[config.mk]
export PLATFORM = sky130hd
export DESIGN_NAME = value_change_capture
export DESIGN_NICKNAME = d
export VERILOG_FILES = /design/src/rtl/vcc_pkg.sv /design/src/rtl/sync_fifo.sv /design/src/rtl/value_change_capture.sv
export SDC_FILE = /design/constraint.sdc
export NUM_CORES = 1
export LEC_CHECK = 0
export ABC_CLOCK_PERIOD_IN_PS = 3090
export BUFFER_PORTS_ARGS = -buffer_cell sky130_fd_sc_hd__clkbuf_2
export CAP_MARGIN = 20
export CORE_ASPECT_RATIO = 2
export CORE_MARGIN = 3
export CORE_UTILIZATION = 40
export CTS_CLUSTER_SIZE = 16
export DETAILED_ROUTE_END_ITERATION = 6
export PLACE_DENSITY = 0.65
export SETUP_SLACK_MARGIN = 0.3
export SKIP_CTS_REPAIR_TIMING = 1
export SYNTH_ARGS = -nofsm -noshare
export SYNTH_HDL_FRONTEND = slang
export SYNTH_SLANG_ARGS = --single-unit
[constraint.sdc]
create_clock -name clk -period 3.09 [get_ports clk]
set_input_delay 0.1545 -clock clk [delete_from_list [all_inputs] [get_ports clk]]
set_output_delay 0.1545 -clock clk [all_outputs]
set_load 0.01 [all_outputs]
[src/rtl/vcc_pkg.sv]
// vcc_pkg: shared state encoding, default widths and entry layout for value_change_capture
package vcc_pkg;
  localparam int DATA_W_DEF = 32;
  localparam int DEPTH_DEF  = 4;
  localparam int TS_W_DEF   = 16;
  localparam int DROP_W_DEF = 8;
  typedef enum logic {S_PRIME = 1'b0, S_TRACK = 1'b1} state_t;
  typedef struct packed {
    logic                  first;
    logic [TS_W_DEF-1:0]   ts;
    logic [DATA_W_DEF-1:0] value;
  } entry_t;
endpackage

[src/rtl/sync_fifo.sv]
// sync_fifo: first-word fall-through FIFO with occupancy count, async active-low reset
module sync_fifo #(
  parameter int W     = 8,
  parameter int DEPTH = 4
) (
  input  logic                     clk,
  input  logic                     reset,
  input  logic                     push,
  input  logic [W-1:0]             din,
  input  logic                     pop,
  output logic                     valid,
  output logic                     full,
  output logic [W-1:0]             dout,
  output logic [$clog2(DEPTH):0]   level
);
  localparam int AW = $clog2(DEPTH);
  localparam int LW = AW + 1;
  logic [W-1:0]  mem_q [DEPTH];
  logic [AW-1:0] wr_q, wr_d, rd_q, rd_d;
  logic [LW-1:0] lvl_q, lvl_d;
  logic          do_push, do_pop;
  assign valid = lvl_q != '0;
  assign full  = lvl_q == LW'(DEPTH);
  assign level = lvl_q;
  assign dout  = valid ? mem_q[rd_q] : '0;
  // A push into a full FIFO is accepted only when the head leaves in the same cycle
  always_comb begin
    do_pop  = pop && valid;
    do_push = push && (!full || do_pop);
    wr_d    = do_push ? wr_q + AW'(1) : wr_q;
    rd_d    = do_pop ? rd_q + AW'(1) : rd_q;
    lvl_d   = lvl_q + LW'(do_push) - LW'(do_pop);
  end
  // Pointer and occupancy state
  always_ff @(posedge clk or negedge reset) begin
    if (!reset) begin
      wr_q  <= '0;
      rd_q  <= '0;
      lvl_q <= '0;
    end else begin
      wr_q  <= wr_d;
      rd_q  <= rd_d;
      lvl_q <= lvl_d;
    end
  end
  // Storage needs no reset: the head is masked whenever the FIFO is empty
  always_ff @(posedge clk) begin
    if (do_push) mem_q[wr_q] <= din;
  end
endmodule

[src/rtl/value_change_capture.sv]
// value_change_capture: logs timestamped changes of a monitored bus into a FIFO drained by valid/ready
module value_change_capture
  import vcc_pkg::*;
#(
  parameter int DATA_W = DATA_W_DEF,
  parameter int DEPTH  = DEPTH_DEF,
  parameter int TS_W   = TS_W_DEF,
  parameter int DROP_W = DROP_W_DEF
) (
  input  logic                      clk,
  input  logic                      reset,
  input  logic                      sample_en,
  input  logic [DATA_W-1:0]         in_value,
  output logic                      out_valid,
  input  logic                      out_ready,
  output logic [DATA_W-1:0]         out_value,
  output logic [TS_W-1:0]           out_ts,
  output logic                      out_first,
  output logic                      overflow,
  input  logic                      clear_overflow,
  output logic [DROP_W-1:0]         dropped_cnt,
  output logic [$clog2(DEPTH):0]    level
);
  localparam int EW = 1 + TS_W + DATA_W;
  state_t            state_q, state_d;
  logic [DATA_W-1:0] prev_q, prev_d;
  logic [TS_W-1:0]   ts_q, ts_d;
  logic              ovf_q, ovf_d;
  logic [DROP_W-1:0] drop_q, drop_d;
  logic              capture, drop, full;
  logic [EW-1:0]     head;
  assign {out_first, out_ts, out_value} = head;
  assign overflow    = ovf_q;
  assign dropped_cnt = drop_q;
  sync_fifo #(.W(EW), .DEPTH(DEPTH)) u_fifo (
    .clk   (clk),
    .reset (reset),
    .push  (capture),
    .din   ({state_q == S_PRIME, ts_q, in_value}),
    .pop   (out_ready),
    .valid (out_valid),
    .full  (full),
    .dout  (head),
    .level (level)
  );
  // Change detection, drop accounting and next-state; a drop in the same cycle as a clear wins
  always_comb begin
    capture = sample_en && (state_q == S_PRIME || in_value != prev_q);
    drop    = capture && full && !out_ready;
    state_d = sample_en ? S_TRACK : state_q;
    prev_d  = capture ? in_value : prev_q;
    ts_d    = ts_q + TS_W'(1);
    ovf_d   = drop ? 1'b1 : clear_overflow ? 1'b0 : ovf_q;
    drop_d  = drop ? (clear_overflow ? DROP_W'(1) : &drop_q ? drop_q : drop_q + DROP_W'(1))
                   : clear_overflow ? '0 : drop_q;
  end
  // Tracking FSM, timestamp counter and overflow registers
  always_ff @(posedge clk or negedge reset) begin
    if (!reset) begin
      state_q <= S_PRIME;
      prev_q  <= '0;
      ts_q    <= '0;
      ovf_q   <= 1'b0;
      drop_q  <= '0;
    end else begin
      state_q <= state_d;
      prev_q  <= prev_d;
      ts_q    <= ts_d;
      ovf_q   <= ovf_d;
      drop_q  <= drop_d;
    end
  end
endmodule

# Yosys cells after proc, flatten, opt, wreduce, memory -nomap -nowiden

Memory sizes are Yosys's and may differ from the RTL's.
Index checks and enable logic that the tools add are counted.

Flip-flop bits (word level): 65
Bits in writable memories: 196
Memories kept: 1
Input bits: 37

Equality and inequality tests: 3
Reduce and logical (&&, ||, !) cells: 13
Muxes and demuxes: 9
Bitwise operators: 1
$add $sub $neg: 6

Memories:

| name         | words | width | read ports | clocked after memory_dff | wr ports | line            | text |
|---|---|---|---|---|---|---|---|
| u_fifo.mem_q | 4     | 49    | 1          | 0                        | 1        | sync_fifo.sv:18 | `logic [W-1:0] mem_q [DEPTH];` |

Operator list:

| operator              | count |
|---|---|
| $mux 49               | 1 |
| $mux 8                | 4 |
| $ne 32x32->1          | 1 |
| $add 16x1->16 const B | 1 |
| $add 8x1->8 const B   | 1 |
| $reduce_and 8->1      | 1 |
| $logic_and 1x1->1     | 5 |
| $add 2x1->2 const B   | 2 |
| $mux 1                | 4 |
| $add 3x1->3           | 1 |
| $eq 3x3->1 const B    | 1 |
| $reduce_bool 3->1     | 1 |
| $sub 3x1->3           | 1 |
| $logic_not 1->1       | 2 |
| $logic_or 1x1->1      | 2 |
| $ne 2x2->1 const B    | 1 |
| $reduce_and 2->1      | 1 |
| $reduce_bool 2->1     | 1 |
| $not 1->1             | 1 |

# Longest topological paths before layout

Gate-level depths: netlist of run 1.

Depth after elaboration: 7
Gate-level depth with buffers: 12
Mapped depth without buffers: 10

# Cells and area by module

A second synthesis of run 1 with hierarchy kept.

Cells, all modules: 573
Area, all modules: 10571.4 um2

Modules (own cells, without submodules):

| module               | area an instance (um2) | cells each | times used |
|---|---|---|---|
| sync_fifo            | 7836.3                 | 349        | 1 |
| value_change_capture | 2735.1                 | 224        | 1 |

# Least setup slack after synthesis of run 1

Ideal clock, no wire load.

Kind: flip-flop to flip-flop
Start: register prev_q[22]
End: memory u_fifo.mem_q[0][0] (netlist name), enable pin
Data arrival time: 2440 ps
Buffers on the path: 2
Library setup time: 412 ps
Period minus slack after synthesis: 2852 ps
Setup slack: 238 ps
Required time: 2678 ps
Cell stages (with the launch flop): 9
Cells stage by stage: dfrtp_1 xor2_1 nor4_1 nand4_1 o31a_1 buf_6 nor2b_1 buf_6 and2_1

Cells in the longest elaborated chain, start to end: 6

RTL lines:

| item                         | line                       | text |
|---|---|---|
| from (decl)                  | value_change_capture.sv:26 | `logic [DATA_W-1:0] prev_q, prev_d;` |
| from (signal assigned)       | value_change_capture.sv:67 | `prev_q <= prev_d;` |
| $ne 32x32->1                 | value_change_capture.sv:48 | `capture = sample_en && (state_q == S_PRIME \|\| in_value != prev_q);` |
| $logic_or 1x1->1             | value_change_capture.sv:48 |  |
| $logic_and 1x1->1            | value_change_capture.sv:48 |  |
| $logic_and 1x1->1            | sync_fifo.sv:29            | `do_push = push && (!full \|\| do_pop);` |
| via u_fifo.do_push           | sync_fifo.sv:21            | `logic do_push, do_pop;` |
| $mux 1                       | sync_fifo.sv:48            | `if (do_push) mem_q[wr_q] <= din;` |
| $mux 1 (implied by the code) | sync_fifo.sv:48            |  |
| to (decl)                    | sync_fifo.sv:18            |  |

The timed path passes the listed nets, and every way through them passes these cells.

# Worst setup path in the final report of run 1

Start: register prev_q[11]
End: register u_fifo.lvl_q[1], in the netlist u_fifo.level[1]

Cells in the longest elaborated chain, start to end: 6

RTL lines:

| item                 | line                       | text |
|---|---|---|
| $ne 32x32->1         | value_change_capture.sv:48 |  |
| $logic_or 1x1->1     | value_change_capture.sv:48 |  |
| $logic_and 1x1->1    | value_change_capture.sv:48 |  |
| $logic_and 1x1->1    | sync_fifo.sv:29            |  |
| $add 3x1->3          | sync_fifo.sv:32            | `lvl_d = lvl_q + LW'(do_push) - LW'(do_pop);` |
| $sub 3x1->3          | sync_fifo.sv:32            |  |
| via u_fifo.lvl_d[1]  | sync_fifo.sv:20            | `logic [LW-1:0] lvl_q, lvl_d;` |
| to (signal assigned) | sync_fifo.sv:43            | `lvl_q <= lvl_d;` |
| to (decl)            | sync_fifo.sv:20            |  |

The timed path passes the listed nets, and every way through them passes these cells.
A chain may end at the register's enable or synchronous reset.

==> metrics, run 1 <==
period utilization 85.0%; outcome complete, no violations; Die X 121 um; total routed wirelength 21.4 mm; Critical Path Most Common Cell inv_1; Reg clk slew, reported paths 0.07 ns; Hold Slack 0.0841 ns; DR iter-0 viols 386; top cell type's share of synthesized area 56.1%; setup slack, reg-to-reg 0.46 ns; CP max stage cell fa_1; area of the die 28300 um^2; Synth Register Bits 261; Max-slew headroom 39.2%; Mapped Area 10500 um^2; row count 83; vias in the first global route 5830; grt ovf 0; syn_nets 610; critical path cell sequence xor2_1 -> nor4_2 -> nand4_1 -> o31a_1 -> nor2b_1 -> ha_1 -> inv_1 -> fa_1 -> inv_1; Initial Util 40.7%; Max Freq 381 MHz; Setup Skew 0.00736 ns; TritonCTS clock tree yes; CP peak stage delay 0.41 ns; Mapped Cells 564; Critical Path RT 3.53 ns; Pwr Density 845 nW/um^2; final-report setup violation count 0; largest area contributor in the netlist edfxtp_1; R2R depth 9; crit path capture type flop; Clock Tree Root clkbuf_16; largest cells by area after synthesis edfxtp_1 (56%), dfrtp_1 (16%), mux4_2 (11%), and2_1 (3.3%), xor2_1 (3.0%); first-pass GRT wire length 33.5 mm; M1 wire length 8.07 mm; RSZ-0062 raised after global routing no; delay-heaviest family, CP simple AND/OR/NAND/NOR gates; hold depth 3; Seq/Total Area, Yosys 71.6%; DR vias 5387; Setup Crit Path Kind flop to flop; Mapped Avg Cell Area 18.6 um^2; drt pass-1 iters 4; GP Congestion 0.757; Fin Setup TNS 0 ns; Worst Path Arrival 3.07 ns; Area Growth Syn to Fin 19.7%; drt drc 0; Die H 235 um; Sink Count 261; Startpoint Class flop; Routed WL per cell 20.1 um; worst-margin pin slew 0.912 ns; initial antenna violation count 0; n_diodes 0; Slew Limit Fails 0; met3 wire len 862 um; antenna viol nets, final 0; met2 WL 11.9 mm; Distinct cells, synth 39; Final min period 2.63 ns; input/output buffers 98; Clock Latency Late Sink 0.50 ns; Max Cap Violations 0; # nets final 760; share of synthesized registers carrying an async set or reset 24.9%; largest net degree at the start of global routing 51; buffer and inverter count on the worst path 2; Yosys warnings 0; detailed placement HPWL 14.6 mm; I/O Pins 99; uppermost routed layer met4; P_leak 4.61 nW; layout cell share with drive strength beyond 1 31.6%; HP Class input pin to flop; Core Area 25800 um^2; terminus of the critical flop-to-flop path u_fifo.level[1]; vias per cell 5.04; H-tree levels 1; peak supply drop 0.000448 V; Endpoint, Worst Hold u_fifo.rd_q[0]; Main synth FF type edfxtp_1; HP Start out_ready; Hold Violations, Final 0; clock tree buffer depth 3; gr usage total 15.3%; EDFF count, synth 196; post-layout util 48.8%; Reg-to-Reg Start prev_q[11]; CTS buffer count 21; fillcell total 2230; worst-path fanout max 7
## state kept, by name, summed over array words and instances (netlist names)
name and count:
u_fifo.mem_q 196, prev_q 32, dropped_cnt 8, overflow 1
ts_q 16, state_q 1, u_fifo.rd_q 2, u_fifo.wr_q 2
u_fifo.level 3
## synth_stat cells (2+ instances only)
library cell / n
and2_1: 55
nor2_1: 2
xor2_1: 36
edfxtp_1: 196
nor2b_1: 2
and3_1: 8
nand2_1: 6
nand4_1: 3
nand3_1: 15
ha_1: 8
clkbuf_1: 13
o211ai_1: 3
o311a_1: 2
or3_1: 5
nor3_1: 2
dfrtp_1: 65
xnor2_1: 15
a21oi_1: 2
mux2_2: 26
o21ai_0: 2
o31a_1: 2
mux2_1: 6
nor4_1: 7
buf_2: 7
buf_6: 2
mux4_2: 49
inv_1: 13
## worst min-delay path: stages
cell and delay (ns):
clkbuf_2 0.09, and2_1 0.21, xor2_1 0.09
## per-stage QoR
step	instances	setup WS, ns	cell area [um^2]	power, mW
4_1_cts	1034	0.296	12200	10.8
5_1_grt	1068	0.315	12600	11.2
3_5_place_dp	997	0.327	11600	8.15
6_report	1068	0.463	12600	10.6
2_1_floorplan	564	0.628	10500	6.78
3_3_place_gp	997	0.350	11600	8.09
## how the worst max path moves through the flow
stage | startpoint | end | slack (ns) | cells after the start
2_1_floorplan | prev_q[24] | u_fifo.mem_q[0][0] | 0.63 | 8
3_3_place_gp | prev_q[22] | u_fifo.level[1] | 0.35 | 9
3_5_place_dp | prev_q[22] | u_fifo.mem_q[3][26] | 0.33 | 7
4_1_cts | prev_q[22] | u_fifo.level[2] | 0.30 | 10
5_1_grt | prev_q[11] | u_fifo.level[2] | 0.32 | 10
6_report | prev_q[11] | u_fifo.level[1] | 0.46 | 9
## final cells by class
| class | count | area, um^2 | area share, % |
|---|---|---|---|
| sequential | 261 | 7520 | 59.9 |
| multi-input combinational | 267 | 2830 | 22.6 |
| clock inverter | 5 | 77.6 | 0.618 |
| clock buffer | 32 | 577 | 4.59 |
| inverter | 13 | 48.8 | 0.389 |
| tap | 340 | 425 | 3.39 |
| timing repair buffer | 150 | 1080 | 8.59 |
## logic make-up (layout without fill, tap and decap cells)
| group | Yosys count | in the layout | synth area share [%] |
|---|---|---|---|
| AOI/OAI and AO/OA | 18 | 18 | 1.34 |
| xor gates and xnor gates | 51 | 51 | 4.26 |
| adders and majority gates | 9 | 9 | 1.14 |
| buffers and inverters | 36 | 200 | 1.55 |
| DFF | 261 | 261 | 71.6 |
| muxes | 82 | 82 | 14.1 |
| and+or+nand+nor | 107 | 107 | 6.01 |
## layout by cell type, fill, tap and decap left out, types with 6 or more instances in the layout
| cell | n |
|---|---|
| and2_1 | 51 |
| and3_1 | 8 |
| buf_12 | 9 |
| buf_4 | 9 |
| clkbuf_1 | 10 |
| clkbuf_16 | 21 |
| clkbuf_2 | 97 |
| dfrtp_1 | 63 |
| dlygate4sd3_1 | 34 |
| edfxtp_1 | 196 |
| ha_1 | 8 |
| inv_1 | 13 |
| mux2_1 | 6 |
| mux2_2 | 26 |
| mux4_2 | 49 |
| nand2_1 | 6 |
| nand3_1 | 15 |
| xnor2_1 | 15 |
| xor2_1 | 36 |
## layer usage
metal	vias to the layer above	track usage, %
met2	105	28.4
li1	2457	-
met1	2794	17.3
met3	31	2.53
met4	0	5.50
met5	-	0
## where the power goes
part	switching (mW)	internal, mW
Clock	1.15	1.46
Sequential	0.353	4.43
Combinational	1.59	1.63
Total	3.09	7.52
No activity file was read; power rests on OpenSTA's default activity.
==> inputs of run 2 (changes only) <==
Settings changed: ABC_AREA set to 1, CORE_ASPECT_RATIO 2 to 1.75, PLACE_DENSITY 0.65 to 0.64, SLEW_MARGIN set to 20.
==> run 2 against run 1 <==
Clock-buffer cell count up 1. Power is 7.6% higher. Critical endpoint is now out_ts[4]. Sequential power fell by 3%. Critical path depth fell by 4. Final area rose by 4.2%. Non-clock buffer count down 1. First-iteration DRC count increased by 19%. Final cell count increased by 41%. Clock skew increased by 0.0079 ns. Flip-flop and latch count did not move. Fmax increased by 3.8%.
==> metrics, run 2 <==
outcome complete, no violations; largest area contributor in the netlist edfxtp_1; GP Congestion 0.751; Yosys warnings 0; Setup Skew 0.0153 ns; worst-margin pin slew 0.848 ns; max reg flops 196; input/output buffers 98; drt pass-1 iters 5; power consumption 11.4 mW; area of the die 29700 um^2; layout cell share with drive strength beyond 1 16.8%; syn_nets 1041; CTS buffer count 23; CP peak stage delay 0.66 ns; most frequent cell after synthesis nor2_1; share of synthesized registers carrying an async set or reset 24.9%; largest net degree at the start of global routing 55; most common cell after layout, fill and taps aside nor2_1; Max Freq 395 MHz; antenna viol nets, final 0; crit path capture type primary output; vias per cell 4.87; most frequent cells in the layout nor2_1 (223), edfxtp_1 (196), nand2_1 (118); Max-slew headroom 43.5%; Initial Util 41.0%; largest family of logic cells by synthesized area simple AND/OR/NAND/NOR gates; Startpoint Class flop; drt drc 0; Die X 131 um; final-report setup violation count 0; XOR/XNOR Fraction of Synth Area 2.46%; I/O Pins 99; Clock Tree Root clkbuf_16; CP max stage cell dfrtp_4; # nets final 1169; H-tree levels 1; most frequent cells after synthesis nor2_1 (227), edfxtp_1 (196), nand2_1 (118), o21ai_0 (94), inv_1 (66); Clock Latency Late Sink 0.52 ns; top cell type's share of synthesized area 53.4%; Hold Slack 0.00459 ns; P_leak 5.27 nW; Distinct cells, synth 37; total routed wirelength 24.6 mm; worst-path fanout max 27; TritonCTS clock tree yes; Setup Crit Path Kind flop to primary output; vias in the first global route 7388; Synth Register Bits 261; gr usage total 16.4%; critical path cell sequence inv_4 -> buf_4 -> o21ai_0 -> a21oi_1 -> clkbuf_2; Core Area 26900 um^2; period utilization 81.9%; delay-heaviest family, CP buffers and inverters; Main synth FF type edfxtp_1; Mapped Area 11000 um^2; Max Cap Violations 0; Sink Count 261; Critical Path RT 2.94 ns; initial antenna violation count 0; row count 79; largest cells by area after synthesis edfxtp_1 (53%), dfrtp_1 (15%), nor2_1 (7.7%), o21ai_0 (4.3%), nand2_1 (4.0%); detailed placement HPWL 15.2 mm; Mapped Cells 995; Fin Setup TNS 0 ns; Area Growth Syn to Fin 18.7%; Worst Path Arrival 2.38 ns; Reg clk slew, reported paths 0.07 ns; buffer and inverter count on the worst path 3; first-pass GRT wire length 38.8 mm; fillcell total 2464; Slew Limit Fails 0; DR iter-0 viols 459; EDFF count, synth 196; Top Registers u_fifo.mem_q x196, prev_q x32, ts_q x16; Post-Synth Simple-Gate Area 15.2%; RSZ-0062 raised after global routing no; Seq/Total Area, Yosys 68.1%; DR vias 7318; Synth Area in Compound Gates 8.82%; grt ovf 0; Hold Violations, Final 0; Die H 226 um; n_diodes 0; Final min period 2.53 ns; mux cell area share after synthesis 0%; post-layout util 48.7%; Pwr Density 872 nW/um^2; most flop-heavy register u_fifo.mem_q; post-synthesis adder-cell area fraction 1.09%; Routed WL per cell 16.4 um; clock tree buffer depth 3; peak supply drop 0.000439 V; HP Class input pin to flop; Mapped Avg Cell Area 11.1 um^2
[run 2: metal layers]
layer	share of wire [%]	GRT usage, %
met1	38	17.2
met2	56	32.5
met3	3.3	2.47
met4	2.8	6.07
met5	0	0
[run 2: stage by stage]
stage / setup slack [ns] / instances / instance area [um^2]
final: 0.559 / 1504 / 13100
after global routing: 0.378 / 1504 / 13100
after CTS: 0.161 / 1470 / 12700
after detailed placement: 0.736 / 1428 / 11900
after global placement: 0.761 / 1428 / 11900
after floorplan: -0.425 / 995 / 11000
[run 2: where the power goes]
group / leakage [nW] / switching (mW) / internal [mW]
sequential: 2.63 / 0.244 / 4.41
combinational: 2.26 / 2.52 / 1.30
clock: 0.384 / 1.25 / 1.69
total: 5.27 / 4.01 / 7.41
[run 2: kinds of logic (layout without fill, tap and decap cells)]
| kind of cell | count (synthesis) | after routing |
|---|---|---|
| buf+inv | 114 | 259 |
| fa+ha+maj | 9 | 9 |
| simple gates | 400 | 400 |
| xor+xnor | 31 | 31 |
| flops | 261 | 261 |
| compound gates | 180 | 180 |
[run 2: worst reg2reg max path, delay by kind of cell, from the launching register on]
kind / cells / cell delay, ns
AOI/OAI and AO/OA: 1 / 0.18
xor gates and xnor gates: 1 / 0.19
adders and majority gates: 2 / 0.54
buffers and inverters: 3 / 0.25
DFF: 1 / 0.39
and+or+nand+nor: 6 / 0.68
[run 2: final timing paths]
kind / startpoint / to / slack [ns] / cells after the start
max in group asynchronous: reset / prev_q[13] / 2.14 / 3
min in group asynchronous: reset / dropped_cnt[0] / 0.28 / 2
worst min-delay path: clear_overflow / dropped_cnt[2] / 0.005 / 4
worst max-delay path: u_fifo.rd_q[0] / out_ts[4] / 0.56 / 5
worst min register to register: state_q / state_q / 0.48 / 1
worst max register to register: prev_q[21] / u_fifo.level[2] / 0.75 / 13
[run 2: area by class of cell]
type | count | area [um^2] | share of cell area (%)
clock inverter | 9 | 111 | 0.851
sequential | 261 | 7520 | 57.4
clock buffer | 33 | 673 | 5.14
timing repair buffer | 149 | 997 | 7.62
tap | 364 | 455 | 3.48
inverter | 68 | 258 | 1.97
multi-input combinational | 620 | 3070 | 23.5
==> inputs of run 3 (changes only) <==
Settings changed: ABC_CLOCK_PERIOD_IN_PS 3090 to 2500.
Clock period 3.09 ns to 2.5 ns, I/O delays scaled along.
==> run 3 against run 2 <==
Via count increased by 3.2%. The run now ends with hold timing left. Clock-buffer cell count decreased by 5. Register-to-register slack got worse by 0.43 ns. Routed wire length increased by 9.8%.
==> metrics, run 3 (synthesis results as in run 2) <==
outcome complete, but fails checks; Startpoint Class input pin; Max Freq 453 MHz; vias per cell 4.89; Hold Violations, Final 2; antenna viol nets, final 0; CTS buffer count 23; final-report setup violation count 0; Clock Latency Late Sink 0.52 ns; Setup Skew 0.0148 ns; Final min period 2.21 ns; gr usage total 16.2%; HP Start in_value[16]; area of the die 29700 um^2; Pwr Density 1080 nW/um^2; input/output buffers 98; Critical Path RT 2.95 ns; worst-margin pin slew 0.528 ns; Area Growth Syn to Fin 23.1%; most flop-heavy register u_fifo.mem_q; Hold Slack -0.00283 ns; I/O Pins 99; Slew Limit Fails 0; row count 79; Die X 131 um; Placed Area 12100 um^2; most frequent cells in the layout nor2_1 (220), edfxtp_1 (196), nand2_1 (118); peak supply drop 0.000587 V; H-tree levels 1; DR iter-0 viols 441; Reg clk slew, reported paths 0.07 ns; grt ovf 0; drt drc 0; Fin Setup TNS 0 ns; layout cell share with drive strength beyond 1 19.3%; P_leak 5.48 nW; worst-path fanout max 6; met2 Usage GRT 30.9%; Setup Crit Path Kind input pin to flop; Sink Count 261; HP Class input pin to flop; Max-slew headroom 64.7%; CP startpoint in_value[5]; # nets final 1209; most common cell after layout, fill and taps aside nor2_1; period utilization 88.2%; clock tree buffer depth 3; total routed wirelength 27.1 mm; Worst Path Arrival 2.66 ns; vias in the first global route 7275; Max Cap Violations 0; RSZ-0062 raised after global routing yes; DR vias 7552; Die H 226 um; Initial Util 41.0%; TritonCTS clock tree yes; Core Area 26900 um^2; layer with the highest usage met2; GR Util met3 2.10%; max reg flops 196; crit path capture type flop; Routed WL per cell 17.5 um; detailed placement HPWL 15.8 mm; design area 13600 um^2; first-pass GRT wire length 38.6 mm; Clock Tree Root clkbuf_16; failing checks hold timing; largest net degree at the start of global routing 101; Top Registers u_fifo.mem_q x196, prev_q x32, ts_q x16; Reg-to-Reg Start prev_q[10]; power consumption 14.6 mW; GP Congestion 0.778; met1 GRT Util 18.3%; drt pass-1 iters 7; initial antenna violation count 0; n_diodes 0
run 3: cell types whose count changed in the layout (fill, tap and decap cells not counted), moves of 2 or more:
cell | before | now
nor2_2 | 1 | 4
clkbuf_8 | 6 | 1
clkinv_2 | 3 | 6
buf_12 | 3 | 9
nor2_4 | 4 | 7
dlygate4sd3_1 | 33 | 39
clkinvlp_4 | 1 | 3
clkbuf_16 | 23 | 25
buf_16 | 0 | 3
buf_4 | 14 | 31
nor2_1 | 223 | 220
run 3: final timing paths:
path / to / slack, ns / cells past startpoint
worst max-delay path: u_fifo.level[1] / 0.29 / 15
worst min-delay path: u_fifo.mem_q[3][16] / -0.003 / 2
worst max register to register: u_fifo.level[1] / 0.32 / 12
worst min register to register: state_q / 0.47 / 1
max in group asynchronous: u_fifo.rd_q[1] / 2.00 / 3
min in group asynchronous: dropped_cnt[2] / 0.16 / 3
run 3: final cells by class:
type	count	area, um^2
Fill cell	2418	13300
Clock buffer	28	604
Timing Repair inverter	1	8.76
Sequential cell	261	7520
Timing Repair Buffer	185	1460
Clock inverter	13	120
Multi-Input combinational cell	623	3120
Inverter	68	270
Tap cell	364	455
run 3: routing by layer:
layer	part of all wire [%]	up-vias
li1	-	3702
met1	38	3645
met2	56	159
met3	3.3	46
met4	2.7	0
met5	0	-
run 3: report_power, final:
| group | switching, mW | leakage (nW) | internal, mW |
|---|---|---|---|
| Combinational | 3.46 | 2.51 | 2.01 |
| Sequential | 0.251 | 2.63 | 5.45 |
| Clock | 1.54 | 0.351 | 1.93 |
| Total | 5.25 | 5.48 | 9.40 |
run 3: metrics by stage:
stage	utilization (%)	setup WS [ns]	cells
2_1_floorplan	-	-0.212	995
3_3_place_gp	45.1	0.0379	1442
3_5_place_dp	45.1	-0.0278	1442
4_1_cts	47.8	-0.0660	1483
5_1_grt	50.5	0.138	1543
6_report	50.5	0.294	1543
run 3: critical path: stages:
cell	delay (ns)
clkbuf_2	0.08
dlygate4sd3_1	0.68
inv_1	0.13
nand2_1	0.09
nand4_1	0.10
nor2_2	0.18
nand2_1	0.09
nor2_2	0.14
nand2_4	0.08
nand3b_4	0.13
inv_1	0.10
ha_1	0.20
inv_1	0.07
fa_1	0.40
inv_1	0.07
